--- config.mk ---
export PLATFORM = sky130hd
export DESIGN_NAME = rr_reg_arbiter_flat
export DESIGN_NICKNAME = d
export VERILOG_FILES = /design/src/rtl/rr_reg_arbiter_pkg.sv /design/src/rtl/rr_reg_arbiter_if.sv /design/src/rtl/rr_reg_arbiter_pick.sv /design/src/rtl/rr_reg_arbiter.sv /design/src/flat_wrapper.sv
export SDC_FILE = /design/constraint.sdc
export NUM_CORES = 1
export LEC_CHECK = 0
export BUFFER_PORTS_ARGS = -buffer_cell sky130_fd_sc_hd__buf_2
export CAP_MARGIN = 10
export CORE_ASPECT_RATIO = 1.75
export CORE_MARGIN = 2
export CORE_UTILIZATION = 41
export DETAILED_ROUTE_END_ITERATION = 8
export PLACE_DENSITY = 0.7
export SLEW_MARGIN = 20
export SYNTH_ARGS = -nofsm -noshare
export SYNTH_HDL_FRONTEND = slang
export SYNTH_SLANG_ARGS = --single-unit
--- constraint.sdc ---
create_clock -name clk -period 2.7 [get_ports clk]
set_clock_uncertainty 0.1 [all_clocks]
set_input_delay 0.135 -clock clk [delete_from_list [all_inputs] [get_ports clk]]
set_output_delay 0.135 -clock clk [all_outputs]
set_load 0.01 [all_outputs]
--- src/rtl/rr_reg_arbiter_pkg.sv ---
// Shared types and helpers for the round-robin shared-register arbiter.
// rr_next() is written for up to NREQ_MAX requesters; callers zero-extend into it.
package rr_arb_pkg;

    localparam int unsigned NREQ_MAX   = 16;
    localparam int unsigned IDXW       = $clog2(NREQ_MAX);
    localparam int unsigned N_REQ_DFLT = 4;
    localparam int unsigned DW_DFLT    = 8;

    typedef enum logic [0:0] {
        StIdle,
        StGrant
    } state_e;

    // First set bit of req searching ptr+1, ptr+2, ... modulo n; returns ptr when req is empty.
    function automatic logic [IDXW-1:0] rr_next(input logic [NREQ_MAX-1:0] req,
                                                 input logic [IDXW-1:0]     ptr,
                                                 input int                  n);
        logic [IDXW-1:0] idx;
        logic            found;
        int              s;
        idx   = ptr;
        found = 1'b0;
        for (int k = 1; k <= int'(NREQ_MAX); k++) begin
            s = int'(ptr) + k;
            if (s >= n) s = s - n;
            if (k <= n && !found && req[s[IDXW-1:0]]) begin
                idx   = s[IDXW-1:0];
                found = 1'b1;
            end
        end
        return idx;
    endfunction

endpackage

--- src/rtl/rr_reg_arbiter_if.sv ---
// Requester-side bus of the round-robin shared-register arbiter.
// master = requester/producer side, slave = the arbiter.
interface rr_reg_arbiter_if #(
    parameter int unsigned N_REQ = 4,
    parameter int unsigned DW    = 8
);
    localparam int unsigned IdxW = $clog2(N_REQ);

    logic [N_REQ-1:0]    req;
    logic [N_REQ*DW-1:0] wdata;
    logic                lock;
    logic [N_REQ-1:0]    gnt;
    logic [DW-1:0]       q;
    logic                q_valid;
    logic [IdxW-1:0]     q_src;
    logic                busy;

    modport master (
        output req, wdata, lock,
        input  gnt, q, q_valid, q_src, busy
    );

    modport slave (
        input  req, wdata, lock,
        output gnt, q, q_valid, q_src, busy
    );

endinterface

--- src/rtl/rr_reg_arbiter_pick.sv ---
// Combinational masked round-robin picker: one-hot pick and index of the next
// requester after ptr among the already-masked request vector.
module rr_pick import rr_arb_pkg::*; #(
    parameter int unsigned N_REQ = N_REQ_DFLT,
    localparam int unsigned IdxW = $clog2(N_REQ)
) (
    input  logic [N_REQ-1:0] req_eff,
    input  logic [IdxW-1:0]  ptr,
    output logic [N_REQ-1:0] pick,
    output logic [IdxW-1:0]  idx,
    output logic             any
);

    logic [IDXW-1:0] nxt;
    logic            unused_nxt;

    always_comb begin
        nxt  = rr_next(NREQ_MAX'(req_eff), IDXW'(ptr), int'(N_REQ));
        any  = |req_eff;
        idx  = nxt[IdxW-1:0];
        pick = '0;
        if (any) pick[idx] = 1'b1;
    end

    // Upper index bits are always zero for N_REQ below NREQ_MAX.
    assign unused_nxt = ^nxt;

endmodule

--- src/rtl/rr_reg_arbiter.sv ---
// Round-robin arbiter sharing one DW-bit holding register between N_REQ requesters.
// Optional RR_ARB_LOCK_EN: lock=1 in GRANT holds the current winner and recaptures its lane.
module rr_reg_arbiter import rr_arb_pkg::*; #(
    parameter int unsigned N_REQ = N_REQ_DFLT,
    parameter int unsigned DW    = DW_DFLT
) (
    input logic             clk,
    input logic             rst_n,
    rr_reg_arbiter_if.slave bus
);

    localparam int unsigned IdxW = $clog2(N_REQ);

    state_e           state_q;
    logic [N_REQ-1:0] gnt_q;
    logic [IdxW-1:0]  ptr_q;
    logic [DW-1:0]    q_q;
    logic [IdxW-1:0]  q_src_q;
    logic             q_valid_q;

    logic [N_REQ-1:0] req_eff;
    logic [N_REQ-1:0] pick;
    logic [IdxW-1:0]  pick_idx;
    logic             pick_any;
    logic             hold;
    logic [DW-1:0]    lane_sel;

    // The current winner is masked so a still-held request is not granted twice.
    assign req_eff = bus.req & ~gnt_q;

    rr_pick #(
        .N_REQ(N_REQ)
    ) u_pick (
        .req_eff(req_eff),
        .ptr    (ptr_q),
        .pick   (pick),
        .idx    (pick_idx),
        .any    (pick_any)
    );

`ifdef RR_ARB_LOCK_EN
    assign hold = (state_q == StGrant) && bus.lock;
`else
    logic unused_lock;
    assign unused_lock = bus.lock;
    assign hold        = 1'b0;
`endif

    // ptr_q always equals the index of the live grant, so it selects the lane to capture.
    always_comb begin
        lane_sel = '0;
        for (int i = 0; i < int'(N_REQ); i++) begin
            if (ptr_q == IdxW'(i)) lane_sel = bus.wdata[i*DW +: DW];
        end
    end

    always_ff @(posedge clk or negedge rst_n) begin
        if (!rst_n) begin
            state_q   <= StIdle;
            gnt_q     <= '0;
            ptr_q     <= IdxW'(N_REQ - 1);
            q_q       <= '0;
            q_src_q   <= '0;
            q_valid_q <= 1'b0;
        end else begin
            if (|gnt_q) begin
                q_q       <= lane_sel;
                q_src_q   <= ptr_q;
                q_valid_q <= 1'b1;
            end else begin
                q_valid_q <= 1'b0;
            end

            unique case (state_q)
                StIdle: begin
                    if (pick_any) begin
                        state_q <= StGrant;
                        gnt_q   <= pick;
                        ptr_q   <= pick_idx;
                    end
                end
                StGrant: begin
                    if (!hold) begin
                        if (pick_any) begin
                            gnt_q <= pick;
                            ptr_q <= pick_idx;
                        end else begin
                            state_q <= StIdle;
                            gnt_q   <= '0;
                        end
                    end
                end
            endcase
        end
    end

    assign bus.gnt     = gnt_q;
    assign bus.q       = q_q;
    assign bus.q_valid = q_valid_q;
    assign bus.q_src   = q_src_q;
    assign bus.busy    = (state_q == StGrant);

endmodule
--- src/flat_wrapper.sv ---
// flat-port wrapper written by rule: the top's interface ports become plain ports
module rr_reg_arbiter_flat import rr_arb_pkg::*;
#(
    parameter int unsigned N_REQ = N_REQ_DFLT,
    parameter int unsigned DW    = DW_DFLT
)
  (clk, rst_n, bus_req, bus_wdata, bus_lock, bus_gnt, bus_q, bus_q_valid, bus_q_src, bus_busy);
  rr_reg_arbiter_if #(.N_REQ(N_REQ), .DW(DW)) bus_i ();
  input logic clk;
  input logic rst_n;
  input wire logic [$bits(bus_i.req)-1:0] bus_req;
  input wire logic [$bits(bus_i.wdata)-1:0] bus_wdata;
  input wire logic [$bits(bus_i.lock)-1:0] bus_lock;
  output wire logic [$bits(bus_i.gnt)-1:0] bus_gnt;
  output wire logic [$bits(bus_i.q)-1:0] bus_q;
  output wire logic [$bits(bus_i.q_valid)-1:0] bus_q_valid;
  output wire logic [$bits(bus_i.q_src)-1:0] bus_q_src;
  output wire logic [$bits(bus_i.busy)-1:0] bus_busy;
  assign bus_i.req = bus_req;
  assign bus_i.wdata = bus_wdata;
  assign bus_i.lock = bus_lock;
  assign bus_gnt = bus_i.gnt;
  assign bus_q = bus_i.q;
  assign bus_q_valid = bus_i.q_valid;
  assign bus_q_src = bus_i.q_src;
  assign bus_busy = bus_i.busy;
  rr_reg_arbiter #(.N_REQ(N_REQ), .DW(DW)) u_core (.clk(clk), .rst_n(rst_n), .bus(bus_i));
endmodule
# Yosys cells after proc, flatten, opt, wreduce, memory -nomap -nowiden
# Index checks and enable logic that the tools add are counted.
[op_classes] addsub=8 n_mul=0 n_div=0 magnitude_cmp=10 eq_ne=4 shift=0 mux=31 bitwise=3 n_reduce_logical=10
[op_table] op=">= comparator 32 x 4 -> 1 bit (second input constant)" count=1
[op_table] op="two-way mux 8 bit" count=4
[op_table] op="two-way mux 4 bit" count=6
[op_table] op="< comparator 4 x 5 -> 1 bit (second input constant)" count=4
[op_table] op="binary-select mux 1 bit (select 4 bit)" count=4
[op_table] op="subtractor 3 x 3 -> 4 bit (second input constant)" count=3
[op_table] op="two-way mux 1 bit" count=10
[op_table] op="two-way mux 2 bit" count=5
[op_table] op="case mux 4 bit (2 select lines)" count=1
[op_table] op="OR reduction 4 bit" count=2
[op_table] op="adder 2 x 2 -> 3 bit (second input constant)" count=2
[op_table] op=">= comparator 3 bit (second input constant)" count=2
[op_table] op="adder 2 x 3 -> 4 bit (second input constant)" count=1
[op_table] op="bitwise AND 4 bit" count=1
[op_table] op="== test 2 bit (second input constant)" count=2
[op_table] op=">= comparator 4 x 3 -> 1 bit (second input constant)" count=1
[op_table] op="logical AND 1 bit" count=4
[op_table] op="inverter 4 bit" count=1
[op_table] op="subtractor 4 x 3 -> 4 bit (second input constant)" count=1
[op_table] op="adder 2 x 1 -> 3 bit (second input constant)" count=1
[op_table] op="logical NOT 1 bit" count=3
[op_table] op="< comparator 2 x 3 -> 1 bit (second input constant)" count=1
[op_table] op="demux 1 bit (select 2 bit)" count=1
[op_table] op="== test 2 x 1 -> 1 bit (second input constant)" count=1
[op_table] op="other kinds (4)" count=4
[word_totals] register_bits=18 latchBits=0 ram_bits=0 mem_bits_ro=0 in_bits=39 output_inout_bits=16 wordCells=72 n_memories=0

# Logic depth before layout (Yosys ltp)
# Gate-level depths: netlist of the first run.
[logic_depth] word_depth=21 depth_mapped=10 mapped_depth_nobuf=9

# Modules after synthesis
# Synthesis of the first run repeated with hierarchy kept, for this count alone.
[hier_totals] hier_cells=88 hier_area_um2=1234.9
[modules_own_cells] mod="rr_reg_arbiter" n_inst=1 cells_each=53 area_per_inst_um2=874.6 seq_area_each_um2=452.9
[modules_own_cells] mod="rr_pick" n_inst=1 cells_each=35 area_per_inst_um2=360.3 seq_area_each_um2=0.0

# Worst setup path after synthesis of the first run
# OpenSTA, ideal clock, no wires.
[synth_path] kind="register to register" startpoint="register u_core.ptr_q[0]" endpoint="register u_core.gnt_q[2], in the netlist u_core.bus.gnt[2]" setup_time_ns=0.148 arrival_ns=2.197 t_required_ns=2.452 path_slack_ns=0.255 path_stages_with_launch=10 n_path_buf=1 period_less_slack_ns=2.445 path_cell_list="dfstp_2 -> buf_6 -> inv_1 -> ha_1 -> inv_1 -> mux4_2 -> o21a_1 -> a211oi_4 -> or2_1 -> o32ai_1"
[synth_between] elab_chain_len=21 elab_cells_between_ends=45 classes_between="add/sub (8); order compare (6); mux (24); reduce/logical (7)"
[synth_rtl] item="from (decl)" line="rr_reg_arbiter.sv:16" source="logic [IdxW-1:0] ptr_q;"
[synth_rtl] item="from (signal assigned)" line="rr_reg_arbiter.sv:61" source="ptr_q <= IdxW'(N_REQ - 1);"
[synth_rtl] item="from (signal assigned)" line="rr_reg_arbiter.sv:79" source="ptr_q <= pick_idx;"
[synth_rtl] item="from (signal assigned)" line="rr_reg_arbiter.sv:86" source="ptr_q <= pick_idx;"
[synth_rtl] item="adder 2 x 1 -> 3 bit" line="rr_reg_arbiter_pkg.sv:25" source="s = int'(ptr) + k;"
[synth_rtl] item=">= comparator 32 x 4 -> 1 bit or subtractor 3 x 3 -> 4 bit (tied branches)" line="rr_reg_arbiter_pkg.sv:26" source="if (s >= n) s = s - n;"
[synth_rtl] item="two-way mux 4 bit" line="rr_reg_arbiter_pkg.sv:26"
[synth_rtl] item="binary-select mux 1 bit (select 4 bit)" line="rr_reg_arbiter_pkg.sv:27" source="if (k <= n && !found && req[s[IDXW-1:0]]) begin"
[synth_rtl] item="two-way mux 1 bit (not written as such)" line="rr_reg_arbiter_pkg.sv:27"
[synth_rtl] item="two-way mux 1 bit" line="rr_reg_arbiter_pkg.sv:27"
[synth_rtl] item="logical NOT 1 bit" line="rr_reg_arbiter_pkg.sv:27"
[synth_rtl] item="logical AND 1 bit" line="rr_reg_arbiter_pkg.sv:27"
[synth_rtl] item="(+5 left out)"
[synth_rtl] item="logical AND 1 bit" line="rr_reg_arbiter_pkg.sv:27"
[synth_rtl] item="two-way mux 2 bit *" line="rr_reg_arbiter_pkg.sv:27"
[synth_rtl] item="< comparator 2 x 3 -> 1 bit (not written as such) or >= comparator 2 x 1 -> 1 bit (tied branches)" line="rr_reg_arbiter_pick.sv:22" source="if (any) pick[idx] = 1'b1;"
[synth_rtl] item="logical AND 1 bit (not written as such)" line="rr_reg_arbiter_pick.sv:22"
[synth_rtl] item="two-way mux 1 bit (not written as such)" line="rr_reg_arbiter_pick.sv:22"
[synth_rtl] item="demux 1 bit (select 2 bit) *" line="rr_reg_arbiter_pick.sv:22"
[synth_rtl] item="two-way mux 4 bit (on tied branches)" line="rr_reg_arbiter.sv:84, rr_reg_arbiter.sv:76"
[synth_rtl] item="case mux 4 bit (2 select lines) *" line="rr_reg_arbiter.sv:74" source="unique case (state_q)"
[synth_rtl] item="to (signal assigned)" line="rr_reg_arbiter.sv:78" source="gnt_q <= pick;"
[synth_rtl] item="to (signal assigned)" line="rr_reg_arbiter.sv:85" source="gnt_q <= pick;"
[synth_rtl] item="to (decl)" line="rr_reg_arbiter.sv:15" source="logic [N_REQ-1:0] gnt_q;"
# Mark *: on every way between the ends. The rest lies on a longest branch, timed or not. The select of a mux whose other input is x is not followed.
# A chain may end at the register's enable or synchronous reset.

# Worst setup path in the final report of the first run
[layout_path] startpoint="register u_core.ptr_q[1]" endpoint="register u_core.gnt_q[1], in the netlist u_core.bus.gnt[1]"
# The elaborated chain is that of the path after synthesis.

==> metrics.cfg, run 1 <==
[outcome]
status = complete, no violations

[power]
p_per_area_mw_per_mm2 = 1270
p_leak_nw = 0.822
finalPower_mw = 2.18
vdd_drop_max_mv = 0.849

[logic_synthesis]
synth_edf_count = 0
synth_async_sr_flop_share_pct = 100
ys_seq_area_share_pct = 34.3
synthFlopType = dfrtp_1
ys_seq_elements = 18
synthesis.nets = 192
syn_inst = 145
syn_area_sq_mm = 0.00132
avgSynthCellArea_sq_um = 9.11
ys_warn_count = 0
ys_types = 37

[final_layout]
final_nets = 248
area_delta_synth_final_pct = 29.5
final_common_cell = buf_2
layout-drive-gt1-share_pct = 37.5
final_cell_mix = buf_2, dfrtp_1, nor2b_1, a21oi_1, nand2_1
n_antenna_cell = 0
instances_no_fill = 243

[place]
dp.cells = 237
port_buffers = 53
dp_hpwl_um = 2750
gp_congestion = 0.827

[drt]
drt_iter0_drc = 30
ant_nets = 0
wirelength_um = 3320
drc = 0
wl_per_cell_um = 13.7
vias_per_cell = 5.36
drt_pass1_iterations = 4
vias = 1302

[floorplanning]
fp.dieH_um = 79.1
fp.coreArea_sq_mm = 0.00311
start_util_pct = 42.5
die_w_um = 46.9
rows = 27
die_area_sq_mm = 0.00371
pin_count = 55

[global_route]
grt_overflow = 0
grt_pass1_vias = 1215
grt_first_pass_wirelength_um = 4970
grt_max_degree = 22
gr-usage-all-layers_pct = 18.0
grt_antenna_before_repair = 0

[flow_run]
drv_cap = 0

[sta]
fmax_mhz = 408
slew_headroom_pct = 66.8
tns_ns = 0
worst_slew_pin_slew_ns = 0.498
final_max_slew_viol_count = 0
rsz0062_at_grt = false
finalSetupViolCount = 0
period_share_pct = 90.8
fin_crit_ns = 2.45
finalHoldViolCount = 0

[cts]
htreeDepth = 1
cts.sinks = 18
cts_tree = yes
cts.clk_slew.worst_paths_ns = 0.07
cts-buffers-inserted = 3
cts-root-buf = clkbuf_8
clock_latency_ns = 0.24
clk_path_buf_depth = 2
cts_resized = 0

[worst_setup_path]
reg2reg_depth = 9
startpoint_type = flip-flop
crit_arrival_ns = 2.50
cp.required_ns = 2.74
crit_fanout = 5
path_class = reg2reg
cp-end-kind = flip-flop

[min_path]
holdPathStages = 3
hold_path_class = in2reg

## sequential cells by signal, summed over array words and instances (netlist names)
name,flops
u_core.bus.q,8
u_core.bus.gnt,4
u_core.bus.q_src,2
u_core.ptr_q,2
u_core.bus.busy,1
u_core.bus.q_valid,1
## repair_timing
item / 4_1_cts / 5_1_grt
endpoints found under the hold margin: 16 / 0
endpoints found under the setup margin: 0 / 1
buffers inserted: 0 / 1
hold buffers: 1 / 0
## routing by layer
layer / track usage [%] / vias to the layer above / part of all wire, %
li1: - / 636 / -
met1: 18.2 / 626 / 36
met2: 35.3 / 34 / 58
met3: 2.05 / 6 / 4.5
met4: 4.44 / 0 / 1.3
met5: 0 / - / 0
## cell type report
type,count,area [sq um]
well taps,43,53.8
fillers,313,1400
clock buffers,4,55.1
repair buffers,59,313
flip-flops and latches,18,453
inverters,10,37.5
multi-input cells,109,800
## through the flow
step                instance area, sq um  hold slack, ns  utilization [%]  setup WS [ns]
detailed placement                  1640         -0.0148             52.7          0.155
global placement                    1640         -0.0263             52.7          0.261
global route                        1710           0.108             55.1          0.117
CTS                                 1700          0.0692             54.8          0.147
finish                              1710          0.0686             55.1          0.248
floorplan                           1320          -0.261                -          0.255
## cell families (layout without fill, tap and decap cells)
| logic type | Yosys count | after routing | share of synthesized area [%] |
|---|---|---|---|
| simple gates | 52 | 52 | 24.5 |
| compound gates | 45 | 45 | 23.0 |
| flops | 18 | 18 | 34.3 |
| buf+inv | 18 | 73 | 5.68 |
| fa+ha+maj | 8 | 8 | 7.58 |
| mux | 4 | 4 | 4.92 |
## power by group
part	internal, mW	switching (mW)
Clock	0.129	0.0817
Sequential	0.416	0.0881
Combinational	0.642	0.818
## cells in the mapped netlist (2+ instances only)
master    instances  share of area [%]
mux4_2            2                3.4
clkbuf_1          7                2.0
nor2b_1          13                6.2
o21a_1            2                1.1
o32ai_1           4                2.7
nand2b_4          4                4.2
nand2_1          13                3.7
nand4_1           2               0.95
nor2_1            3               0.85
o21ai_1           5                1.9
mux2i_1           2                1.5
a221oi_1          8                5.3
inv_1             9                2.6
ha_1              8                7.6
dfrtp_1          16                 30
dfstp_2           2                4.0
o21ai_0           7                2.7
a21oi_1          13                4.9
nor3_1            7                2.7
## final timing paths
path                                 start           endpoint  slack (ns)
min reg2reg                u_core.bus.q[2]    u_core.bus.q[2]        0.38
max                        u_core.ptr_q[1]  u_core.bus.gnt[1]        0.25
min in group asynchronous            rst_n  u_core.bus.gnt[2]        0.24
min                          bus_wdata[27]    u_core.bus.q[3]        0.07
max in group asynchronous            rst_n    u_core.ptr_q[0]        1.95
max reg2reg                u_core.ptr_q[1]  u_core.bus.gnt[1]        0.25
## worst max-delay path, cell delays in order (launching register included)
cell and delay, ns:
dfstp_2 0.58, inv_1 0.11, ha_1 0.31, inv_1 0.11, mux4_2 0.35, o211ai_1 0.26, o221ai_1 0.15, o31ai_1 0.15
inv_2 0.10, o32ai_1 0.15
Note: power is estimated with default switching activity, not from simulation.
==> inputs of run 2 (changes only) <==
==> constraint.sdc (replaced) <==
create_clock -name clk -period 2.7 [get_ports clk]
set_clock_uncertainty 0.1 [all_clocks]
set_input_delay 0.81 -clock clk [delete_from_list [all_inputs] [get_ports clk]]
set_output_delay 0.81 -clock clk [all_outputs]
set_load 0.01 [all_outputs]
==> run 2 against run 1 <==
Net effect: final cell count decreased by 0.41%; sequential share of layout area grew 0.16 points; worst hold slack gained 0.31 ns; non-clock buffer count down 1; total power down 0.51%; combinational power barely moved; largest cell class unchanged; highest routed layer is now met3.
==> metrics.cfg, run 2 (synthesis results as in run 1) <==
[place]
dp.cells = 238
dp_slack_ns = 0.106
gp_congestion = 0.806
dp_hpwl_um = 2560
place_area_sq_mm = 0.00165
port_buffers = 53

[worst_setup_path]
reg2reg_depth = 8
cp-end-kind = flip-flop
crit_start = u_core.ptr_q[1]
crit_fanout = 5
path_class = reg2reg
rr_endpoint = u_core.bus.gnt[2]
ff2ff_setup_slack_ns = 0.29
cp.required_ns = 2.70
endpoint = u_core.bus.gnt[2]
worstReg2RegStart = u_core.ptr_q[1]
crit_arrival_ns = 2.40
startpoint_type = flip-flop

[cts]
clock_latency_ns = 0.25
cts-buffers-inserted = 3
cts_tree = yes
cts_resized = 0
ctsHoldBuffers = 0
cts-root-buf = clkbuf_8
htreeDepth = 1
cts_setup_buffers = 0
clk_path_buf_depth = 2
cts.sinks = 18
cts.clk_slew.worst_paths_ns = 0.07

[drt]
drt_iter0_drc = 47
drc = 0
vias = 1259
drt_pass1_iterations = 4
wirelength_um = 3130
vias_per_cell = 5.20
ant_nets = 0
wl_per_cell_um = 12.9

[floorplanning]
pin_count = 55
die_w_um = 46.9
rows = 27
start_util_pct = 42.5
die_area_sq_mm = 0.00371
fp.dieH_um = 79.1
fp.coreArea_sq_mm = 0.00311

[power]
p_leak_nw = 0.818
p_per_area_mw_per_mm2 = 1270
vdd_drop_max_mv = 0.706

[global_route]
gr-usage-all-layers_pct = 17.7
grt_overflow = 0
grt_max_degree = 22
grt_antenna_before_repair = 0
grt_first_pass_wirelength_um = 5060
grt_pass1_vias = 1201

[final_layout]
fillers = 298
area_delta_synth_final_pct = 28.8
final_cell_mix = buf_2, dfrtp_1, nor2b_1, a21oi_1, nand2_1
final_common_cell = buf_2
fin_area_sq_mm = 0.00170
n_antenna_cell = 0
layout-drive-gt1-share_pct = 37.7
largest_register_ffs = 8
instances_no_fill = 242
final_nets = 247

[sta]
rsz0062_at_grt = false
slew_headroom_pct = 67.0
timing.hold.ws_ns = 0.379
finalSetupViolCount = 0
period_share_pct = 89.2
worst_slew_pin_slew_ns = 0.490
fin_crit_ns = 2.41
tns_ns = 0
finalHoldViolCount = 0
final_max_slew_viol_count = 0
fmax_mhz = 415
layout_setup_ws_ns = 0.292

[min_path]
hold_path_class = in2async

[outcome]
status = complete, no violations

[flow_run]
drv_cap = 0

-- run 2: cell type report --
| cell class | instances | area [sq um] | share of cell area, % |
|---|---|---|---|
| sequential | 18 | 453 | 26.6 |
| tap | 43 | 53.8 | 3.16 |
| timing repair buffer | 58 | 303 | 17.8 |
| inverter | 10 | 37.5 | 2.21 |
| multi-input combinational | 109 | 800 | 47.0 |
| clock buffer | 4 | 55.1 | 3.24 |
-- run 2: per-stage QoR --
stage / power [mW] / util (%)
floorplan: 1.56 / -
global placement: 1.91 / 53.0
detailed placement: 1.96 / 53.0
CTS: 2.19 / 54.8
global route: 2.38 / 54.8
finish: 2.16 / 54.8
-- run 2: how the worst min path moves through the flow --
stage                                      to             from  slack [ns]
after floorplan               u_core.bus.busy            rst_n        0.41
after CTS                   u_core.bus.gnt[1]            rst_n        0.39
after global placement        u_core.bus.q[4]  u_core.bus.q[4]        0.36
final                       u_core.bus.gnt[2]            rst_n        0.38
after global routing      u_core.bus.q_src[0]            rst_n        0.40
after detailed placement      u_core.bus.q[1]  u_core.bus.q[1]        0.38
-- run 2: where the power goes --
group | internal, mW | switching, mW | leakage [nW]
combinational | 0.643 | 0.817 | 0.570
clock | 0.129 | 0.0803 | 0.0288
sequential | 0.415 | 0.0802 | 0.219
total | 1.19 | 0.977 | 0.818
-- run 2: critical path, cell delays in order (launching register included) --
cell and delay (ns):
dfstp_2 0.53, inv_1 0.08, ha_1 0.32, inv_1 0.11
mux4_2 0.34, o21a_1 0.22, a211oi_4 0.31, or2_1 0.17
o32ai_1 0.08
-- run 2: routing by layer --
metal,vias up,part of all wire [%],track usage (%)
li1,634,-,-
met2,27,55,33.6
met1,598,41,20.7
met5,-,0,0
met3,0,3.5,1.59
met4,0,0,2.50
==> inputs of run 3 (changes only) <==
--- a/config.mk
+++ b/config.mk
@@ -12,6 +12,7 @@
 export CORE_UTILIZATION = 41
 export DETAILED_ROUTE_END_ITERATION = 8
 export PLACE_DENSITY = 0.7
+export RECOVER_POWER = 50
 export SLEW_MARGIN = 20
 export SYNTH_ARGS = -nofsm -noshare
 export SYNTH_HDL_FRONTEND = slang
==> run 3 against run 2 <==
Net effect: sequential power about the same; clock power barely moved; clock-buffer cell count unchanged; first-iteration DRC count up 23%; critical path depth unchanged; via count rose by 0.24%; final area down 1.4%; worst hold slack improved by 0.0096 ns; combinational power is essentially flat; global-route usage did not move; core utilization decreased by 0.76 points; highest routed layer unchanged.
==> metrics.cfg, run 3 (synthesis results as in run 1) <==
[final_layout]
layout-drive-gt1-share_pct = 33.7
largest_register_ffs = 8
area_delta_synth_final_pct = 27.0
regArea_sq_um = 453
n_antenna_cell = 0
fillers = 303
final_cell_mix = buf_2, dfrtp_1, nor2b_1, a21oi_1, nand2_1
fin_area_sq_mm = 0.00168
final_common_cell = buf_2
final_nets = 247
multi_input_area_sq_um = 786
finalCoreUtilization_pct = 54.0

[power]
switching_share_pct = 45.6
share_seq_of_total_power_pct = 23.1
p_int_mw = 1.16
p_leak_nw = 0.795
vdd_drop_max_mv = 0.692
p_clk_share_pct = 9.8
finalPower_mw = 2.14
p_per_area_mw_per_mm2 = 1280
power_frac_comb_pct = 67.1
p_sw_mw = 0.976

[place]
place_area_sq_mm = 0.00165
dp_hpwl_um = 2560
dp_slack_ns = 0.106
port_buffers = 53
gp_congestion = 0.806

[cts]
cts_setup_buffers = 0
cts_resized = 0
ctsHoldBuffers = 0
cts.clk_slew.worst_paths_ns = 0.07
clk_path_buf_depth = 2
cts-root-buf = clkbuf_8
clock_latency_ns = 0.25
cts_tree = yes
cts.sinks = 18
cts-buffers-inserted = 3
htreeDepth = 1

[global_route]
grt_max_degree = 22
gr-usage-all-layers_pct = 17.7
grt_antenna_before_repair = 0
grt_first_pass_wirelength_um = 5060
grt_pass1_vias = 1201
grt_overflow = 0

[worst_setup_path]
max_stage_delay_ns = 0.53
rr_endpoint = u_core.bus.gnt[2]
crit_start = u_core.ptr_q[1]
path_class = reg2reg
cp-end-kind = flip-flop
cp_cell_sequence = inv_1 > ha_1 > inv_1 > mux4_2 > o21a_1 > a211oi_4 > or2_1 > o32ai_1
reg2reg_depth = 8
cpMaxStageDelayCell = dfstp_2
cp.required_ns = 2.70
endpoint = u_core.bus.gnt[2]
crit_arrival_ns = 2.40
critPathMostFrequentCell = inv_1
worstReg2RegStart = u_core.ptr_q[1]
startpoint_type = flip-flop
ff2ff_setup_slack_ns = 0.29
crit_fanout = 5

[drt]
wl_per_cell_um = 13.0
drc = 0
ant_nets = 0
drt_iter0_drc = 58
vias_per_cell = 5.21
vias = 1262
drt_pass1_iterations = 4
wirelength_um = 3160

[sta]
fin_crit_ns = 2.41
finalHoldViolCount = 0
period_share_pct = 89.1
final_max_slew_viol_count = 0
slew_headroom_pct = 38.6
tns_ns = 0
worst_slew_pin_slew_ns = 0.922
layout_setup_ws_ns = 0.293
fmax_mhz = 415
finalSetupViolCount = 0
rsz0062_at_grt = false

[floorplanning]
rows = 27
die_area_sq_mm = 0.00371
start_util_pct = 42.5
fp.coreArea_sq_mm = 0.00311
die_w_um = 46.9
fp.dieH_um = 79.1
pin_count = 55

[flow_run]
drv_cap = 0

[outcome]
status = complete, no violations

[min_path]
hold_path_class = reg2reg

## run 3: changes by cell type in the layout (fill, tap and decap cells not counted), sizes merged
cell and delta:
buf -6, clkbuf +6
## run 3: final cells by class
| cell class | count | share of cell area [%] |
|---|---|---|
| Sequential cell | 18 | 27.0 |
| Tap cell | 43 | 3.21 |
| Timing Repair Buffer | 58 | 17.4 |
| Clock buffer | 4 | 3.28 |
| Inverter | 10 | 2.24 |
| Multi-Input combinational cell | 109 | 46.8 |
## run 3: worst min-delay path by stage
stage	start	end	slack, ns	depth (start not counted)
after CTS	rst_n	u_core.bus.gnt[1]	0.39	1
after floorplan	rst_n	u_core.bus.busy	0.41	0
after global placement	u_core.bus.q[4]	u_core.bus.q[4]	0.36	2
after detailed placement	u_core.bus.q[1]	u_core.bus.q[1]	0.38	2
after global routing	u_core.bus.q[3]	u_core.bus.q[3]	0.42	2
final	u_core.bus.q[7]	u_core.bus.q[7]	0.39	2
## run 3: power by group through the flow
stage	Clock [mW]	Combinational, mW	Sequential [mW]
after global routing	0.233	1.61	0.512
after detailed placement	0	1.46	0.500
final	0.210	1.44	0.494
after CTS	0.218	1.47	0.497
after global placement	0	1.42	0.495
after floorplan	0	1.01	0.559
## run 3: critical path, delay by kind of cell, from the launching register on
| kind | cells | cell delay [ns] |
|---|---|---|
| AO/OA/AOI/OAI | 3 | 0.61 |
| flip-flops | 1 | 0.53 |
| multiplexers | 1 | 0.34 |
| adder cells (fa/ha/maj) | 1 | 0.32 |
| buffers and inverters | 2 | 0.19 |
| AND/OR/NAND/NOR | 1 | 0.17 |
## run 3: layer usage
layer | up-vias | GRT usage, % | wire length (um)
met4 | 0 | 2.50 | 0
met1 | 598 | 20.7 | 1300
met5 | - | 0 | 0
met2 | 29 | 33.6 | 1750
met3 | 0 | 1.59 | 112
li1 | 635 | - | -
## run 3: through the flow
step	hold slack, ns	cells
5_1_grt	0.419	242
4_1_cts	0.387	242
3_3_place_gp	0.363	238
2_1_floorplan	0.414	145
3_5_place_dp	0.376	238
6_report	0.389	242
